--- src/rtl/audio_pkg.sv ---
// rtl/audio_pkg.sv - shared command field layout, state encoding and helpers
package audio_pkg;

    localparam int CMD_FREQ_LSB = 0;
    localparam int CMD_FREQ_MSB = 15;
    localparam int CMD_DUR_LSB  = 16;
    localparam int CMD_DUR_MSB  = 27;
    localparam int CMD_DBL_BIT  = 28;
    localparam int CMD_W        = 29;

    localparam logic [15:0] F_MAX = 16'hFFFF;

    typedef enum logic [1:0] {
        S_IDLE,
        S_LOAD,
        S_PLAY,
        S_GAP
    } state_t;

    // Second voice sits an octave up; saturate rather than wrap past 16 bits.
    function automatic logic [15:0] sat_double(input logic [15:0] f);
        logic [16:0] w_dbl;
        w_dbl = {f, 1'b0};
        return w_dbl[16] ? F_MAX : w_dbl[15:0];
    endfunction

endpackage

--- src/rtl/sync_fifo.sv ---
// rtl/sync_fifo.sv - single-clock FIFO with flush and show-ahead head entry
module sync_fifo #(
    parameter int WIDTH = 29,
    parameter int DEPTH = 16
) (
    input  logic                     clk,
    input  logic                     rst,
    input  logic                     flush,
    input  logic                     wr,
    input  logic                     rd,
    input  logic [WIDTH-1:0]         din,
    output logic [WIDTH-1:0]         dout,
    output logic [$clog2(DEPTH):0]   level,
    output logic                     full,
    output logic                     empty
);

    localparam int AW = $clog2(DEPTH);

    logic [WIDTH-1:0] r_mem [DEPTH];
    logic [AW-1:0]    r_wptr;
    logic [AW-1:0]    r_rptr;
    logic [AW:0]      r_level;
    logic             w_do_rd;
    logic             w_do_wr;

    assign full    = (r_level == (AW+1)'(DEPTH));
    assign empty   = (r_level == '0);
    assign level   = r_level;
    assign dout    = r_mem[r_rptr];
    // A pop in the same cycle frees the slot, so a write while full still lands.
    assign w_do_rd = rd && !empty;
    assign w_do_wr = wr && (!full || w_do_rd);

    always_ff @(posedge clk) begin
        if (w_do_wr && !flush && !rst) begin
            r_mem[r_wptr] <= din;
        end
    end

    always_ff @(posedge clk) begin
        if (rst || flush) begin
            r_wptr  <= '0;
            r_rptr  <= '0;
            r_level <= '0;
        end else begin
            if (w_do_wr) begin
                r_wptr <= r_wptr + 1'b1;
            end
            if (w_do_rd) begin
                r_rptr <= r_rptr + 1'b1;
            end
            case ({w_do_wr, w_do_rd})
                2'b10:   r_level <= r_level + 1'b1;
                2'b01:   r_level <= r_level - 1'b1;
                default: r_level <= r_level;
            endcase
        end
    end

endmodule

--- src/rtl/note_sequencer.sv ---
// rtl/note_sequencer.sv - buffers MMIO note commands and plays them to the I2S stage
module note_sequencer
    import audio_pkg::*;
#(
    parameter int CLK_HZ = 50_000_000,
    parameter int DEPTH  = 16,
    parameter int GAP_MS = 10
) (
    input  logic                     clk,
    input  logic                     rst,
    input  logic                     wr_en,
    input  logic [31:0]              wr_data,
    input  logic                     stop,
    output logic                     full,
    output logic [$clog2(DEPTH):0]   level,
    output logic                     ovf,
    output logic                     busy,
    output logic                     en,
    output logic [15:0]              f_1,
    output logic [15:0]              f_2,
    output logic                     double
);

    localparam int          TICK_DIV = CLK_HZ / 1000;
    localparam int          PW       = (TICK_DIV > 1) ? $clog2(TICK_DIV) : 1;
    localparam logic [11:0] GAP_LD   = 12'(GAP_MS);

    state_t             r_state;
    state_t             w_next_state;
    logic [PW-1:0]      r_presc;
    logic [PW-1:0]      w_presc_d;
    logic [11:0]        r_ms;
    logic [11:0]        w_ms_d;
    logic               r_en,  w_en_d;
    logic [15:0]        r_f1,  w_f1_d;
    logic [15:0]        r_f2,  w_f2_d;
    logic               r_dbl, w_dbl_d;
    logic               r_busy;
    logic               r_ovf;

    logic [CMD_W-1:0]   w_head;
    logic               w_full;
    logic               w_empty;
    logic               w_pop;
    logic [15:0]        w_freq;
    logic [11:0]        w_dur;
    logic               w_dbl;
    logic               w_tick;
    logic               w_last;
    logic               w_unused;

    assign w_unused = ^wr_data[31:29];
    assign w_pop    = (r_state == S_LOAD);
    assign w_freq   = w_head[CMD_FREQ_MSB:CMD_FREQ_LSB];
    assign w_dur    = w_head[CMD_DUR_MSB:CMD_DUR_LSB];
    assign w_dbl    = w_head[CMD_DBL_BIT];
    assign w_tick   = (r_presc == PW'(TICK_DIV - 1));
    assign w_last   = w_tick && (r_ms == 12'd1);

    sync_fifo #(
        .WIDTH (CMD_W),
        .DEPTH (DEPTH)
    ) u_fifo (
        .clk   (clk),
        .rst   (rst),
        .flush (stop),
        .wr    (wr_en),
        .rd    (w_pop),
        .din   (wr_data[CMD_W-1:0]),
        .dout  (w_head),
        .level (level),
        .full  (w_full),
        .empty (w_empty)
    );

    always_ff @(posedge clk) begin
        if (rst || stop) begin
            r_state <= S_IDLE;
        end else begin
            r_state <= w_next_state;
        end
    end

    always_comb begin
        w_next_state = r_state;
        case (r_state)
            S_IDLE: if (!w_empty) w_next_state = S_LOAD;
            S_LOAD: w_next_state = (w_dur == '0) ? S_IDLE : S_PLAY;
            S_PLAY: if (w_last) w_next_state = (GAP_MS > 0) ? S_GAP : S_IDLE;
            S_GAP:  if (w_last) w_next_state = S_IDLE;
            default: w_next_state = S_IDLE;
        endcase
    end

    // Counters restart on every PLAY/GAP entry so each note is exact to the cycle.
    always_comb begin
        w_en_d    = r_en;
        w_f1_d    = r_f1;
        w_f2_d    = r_f2;
        w_dbl_d   = r_dbl;
        w_presc_d = r_presc;
        w_ms_d    = r_ms;
        case (r_state)
            S_LOAD: begin
                if (w_dur != '0) begin
                    w_en_d    = (w_freq != '0);
                    w_f1_d    = w_freq;
                    w_dbl_d   = w_dbl;
                    w_f2_d    = w_dbl ? sat_double(w_freq) : '0;
                    w_presc_d = '0;
                    w_ms_d    = w_dur;
                end
            end
            S_PLAY, S_GAP: begin
                if (w_tick) begin
                    w_presc_d = '0;
                    w_ms_d    = r_ms - 12'd1;
                end else begin
                    w_presc_d = r_presc + 1'b1;
                end
                if (w_last) begin
                    w_en_d  = 1'b0;
                    w_f1_d  = '0;
                    w_f2_d  = '0;
                    w_dbl_d = 1'b0;
                    if (r_state == S_PLAY) begin
                        w_ms_d = GAP_LD;
                    end
                end
            end
            default: ;
        endcase
    end

    always_ff @(posedge clk) begin
        if (rst || stop) begin
            r_en    <= 1'b0;
            r_f1    <= '0;
            r_f2    <= '0;
            r_dbl   <= 1'b0;
            r_presc <= '0;
            r_ms    <= '0;
            r_busy  <= 1'b0;
            r_ovf   <= 1'b0;
        end else begin
            r_en    <= w_en_d;
            r_f1    <= w_f1_d;
            r_f2    <= w_f2_d;
            r_dbl   <= w_dbl_d;
            r_presc <= w_presc_d;
            r_ms    <= w_ms_d;
            r_busy  <= (w_next_state != S_IDLE);
            if (wr_en && w_full && !w_pop) begin
                r_ovf <= 1'b1;
            end
        end
    end

    assign full   = w_full;
    assign ovf    = r_ovf;
    assign busy   = r_busy;
    assign en     = r_en;
    assign f_1    = r_f1;
    assign f_2    = r_f2;
    assign double = r_dbl;

endmodule

--- config.mk ---
export PLATFORM = sky130hd
export DESIGN_NAME = note_sequencer
export DESIGN_NICKNAME = d
export VERILOG_FILES = /design/src/rtl/audio_pkg.sv /design/src/rtl/sync_fifo.sv /design/src/rtl/note_sequencer.sv
export SDC_FILE = /design/constraint.sdc
export NUM_CORES = 1
export LEC_CHECK = 0
export CAP_MARGIN = 10
export CORE_MARGIN = 1.5
export CORE_UTILIZATION = 57
export CTS_BUF_LIST = sky130_fd_sc_hd__clkbuf_4 sky130_fd_sc_hd__clkbuf_8
export DETAILED_ROUTE_END_ITERATION = 16
export GPL_TIMING_DRIVEN = 0
export PLACE_DENSITY = 0.78
export REMOVE_ABC_BUFFERS = 1
export SLEW_MARGIN = 20
export SYNTH_ARGS = -nofsm -noshare
export SYNTH_HDL_FRONTEND = slang
export SYNTH_SLANG_ARGS = --single-unit
--- constraint.sdc ---
create_clock -name clk -period 3.83 [get_ports clk]
set_input_delay 0.383 -clock clk [delete_from_list [all_inputs] [get_ports clk]]
set_output_delay 0.383 -clock clk [all_outputs]
set_load 0.005 [all_outputs]
==> metrics.txt <==
Min-Delay Startpoint f_1[6]$_SDFFE_PP0P_; placed inst area 0.0234 sq mm; Synth Area in XOR/XNOR 0.450%; most area-consuming cells after synthesis edfxtp_1, mux4_2, dfxtp_1, a22oi_1, nand2_1; DP Wirelength 29,000 um; global route hottest layer met2; Post-Synthesis Cell Area 0.0214 sq mm; mux cell area share after synthesis 14.1%; fin crit period 3590 ps; Max clock buf depth 3; multi-input logic area 0.00567 sq mm; FF/Latch Area 0.0156 sq mm; RSZ-0062 raised after global routing false; I/O pins 78; Post-CTS Hold Fix Bufs 0; Sw Pwr 0.00226 W; antenna viol nets, final 0; Primary FF master, synth edfxtp_1; Slew @ Worst Pin 1100 ps; DIE AREA 0.0388 sq mm; Peak VDD IR 0.252 mV; Post-synth top cells edfxtp_1, mux4_2, nand2_1; area leader, netlist edfxtp_1; crit end category flip-flop; Die Ht 197 um; max-slew violations 0; asr flop ratio synth 0%; CTS tree yes; Worst EP required 4290 ps; Clk pin slew, worst setup/hold paths 60 ps; Netlist cell types 59; sequential element share of the synthesized area 72.8%; P_leak 7.86 nW; GRT Resource Usage Total 24.8%; clock sink count 547; run status complete, no violations; Placed Cells 1,728; Setup Viol. Count Final 0; simple-gate area share of the yosys netlist 5.47%; mean routed wirelength per cell 25.0 um; Tot Pwr 0.0113 W; Pre-antenna DRT Iters 5; skew final 17.5 ps; Syn Area/Cell 17.7 sq um; Hold Slack 454 ps; Skew-Pair Late Insertion Delay 610 ps; total CTS buffers 81; largest net degree at the start of global routing 50; 1st-iter DRT viols 1,237; synthesized instance count 1,210; Slew headroom 26.7%; vias post-DR 12.1k; H-tree levels 3; Post-Layout Cell Count 1,879; clock share of power 40.2%; GRT met3 Usage 5.68%; PD cells 451 mW/mm^2; Int Pwr 0.00902 W; Root Buffer clkbuf_8; Yosys Warn Count 0; DR vias/cell 6.42; DRC 0; Final period util 93.8%; met2 usage 39.8%; Final Hold Vio Count 0; PortBufs 74; floorplan core area 0.0368 sq mm; Critical Path Fanout Max 34; Compound-Gate Fraction of Synth Area 5.03%; Logic pwr share 2.3%; first-pass GRT wire length 71,100 um; Hold WC Path Type reg -> reg; Filler cells 2,217; main combinational cell family by area after synthesis multiplexers; Post-synth EDFFs 464; die width 197 um; initial cell density of the core 58.3%; kind of critical path reg -> reg; most frequent cell after synthesis edfxtp_1; layout cells sized above 1 24.0%; GP Congestion 0.856; WP data arrival 4050 ps; drt total wl 46,900 um; synthesized-area fraction occupied by adder cells 0.736%; GRT met1 Usage 34.5%; GRT overflow 0; max-capacitance violation count 0; switching share of total power 20.0%; vias in the first global route 11.9k; Nets 1,398; highest clock rate 278 MHz; sequential power share 57.5%; Area Growth Syn to Fin 16.6%; top cell type's share of synthesized area 65.0%; design area 0.0250 sq mm; #FFs+latches synth 547; Layout Utilization 68.0%; initial antenna violation count 4; # rows 70; Critical Path Source Type flip-flop
final timing paths:
path / end / slack [ps] / depth (start not counted)
max: r_ms[4]$_SDFFE_PP0P_ / 240 / 8
max reg2reg: r_ms[4]$_SDFFE_PP0P_ / 240 / 8
min reg2reg: f_1[6]$_SDFFE_PP0P_ / 450 / 2
min: f_1[6]$_SDFFE_PP0P_ / 450 / 2
power groups by stage:
stage | clock [W] | combinational, W | sequential, W
after global routing | 0.00486 | 0.000283 | 0.00648
after floorplan | 0 | 0.000104 | 0.00661
after global placement | 0 | 0.000232 | 0.00661
after detailed placement | 0 | 0.000255 | 0.00661
final | 0.00454 | 0.000261 | 0.00648
after CTS | 0.00461 | 0.000259 | 0.00648
area by class of cell:
cell class | instances | share of cell area (%)
Multi-Input combinational cell | 589 | 22.7
Antenna cell | 1 | 0.0100
Clock buffer | 117 | 5.72
Timing Repair Buffer | 121 | 6.09
Sequential cell | 547 | 62.4
Clock inverter | 26 | 0.566
Inverter | 10 | 0.150
Tap cell | 468 | 2.34
what timing repair did:
| action | CTS | global route |
|---|---|---|
| setup endpoints to repair | 58 | 0 |
| gates resized for setup | 2 | 0 |
| buffers inserted | 7 | 0 |
cells by family after synthesis:
kind of cell,count (synthesis)
DFF,547
and+or+nand+nor,254
AOI/OAI and AO/OA,157
muxes,155
adders and majority gates,12
xor gates and xnor gates,11
buffers and inverters,74
flip-flops by register name, indices dropped and copies added, names as in the netlist, 2 cells and up, named ones only:
register and count:
u_fifo.r_mem 464, u_fifo.r_rptr 4, r_state 2, u_fifo.r_wptr 4, r_presc 16, f_2 16
r_ms 12, f_1 16, u_fifo.level 5
layer usage:
metal / routed length, um / share of wire [%] / up-vias
li1: - / - / 5150
met2: 22800 / 49 / 610
met4: 1050 / 2.2 / 6
met3: 4570 / 9.7 / 92
met1: 18500 / 39 / 6206
met5: 42 / 0.090 / -
worst max-delay path, stage by stage, from the launching register on:
cell and delay (ps):
dfxtp_4 410, buf_16 270, mux4_2 550, a22oi_1 290, nand2_1 260, or4_4 610, o41a_2 640, nand2_1 260
o22ai_1 120
per-stage QoR:
step	setup slack, ps	setup TNS (ps)
finish	239	0
global route	109	0
CTS	267	0
detailed placement	-323	-10290
global placement	-7300	-1635290
floorplan	-4450	-286420
layout by cell type, fill, tap and decap left out, types with 8 or more instances in the layout:
cell type / instances
a21oi_1: 22
a22oi_1: 59
a31oi_1: 9
buf_16: 15
buf_4: 16
clkbuf_4: 29
clkbuf_8: 88
clkdlybuf4s50_1: 74
clkinv_1: 16
clkinv_2: 8
dfxtp_1: 80
edfxtp_1: 464
ha_1: 11
inv_1: 9
mux2i_1: 38
mux4_2: 117
nand2_1: 110
nand3_1: 12
nor2_1: 39
nor2_4: 15
nor3_1: 15
o21ai_0: 32
(Power assumes the default switching activity.)
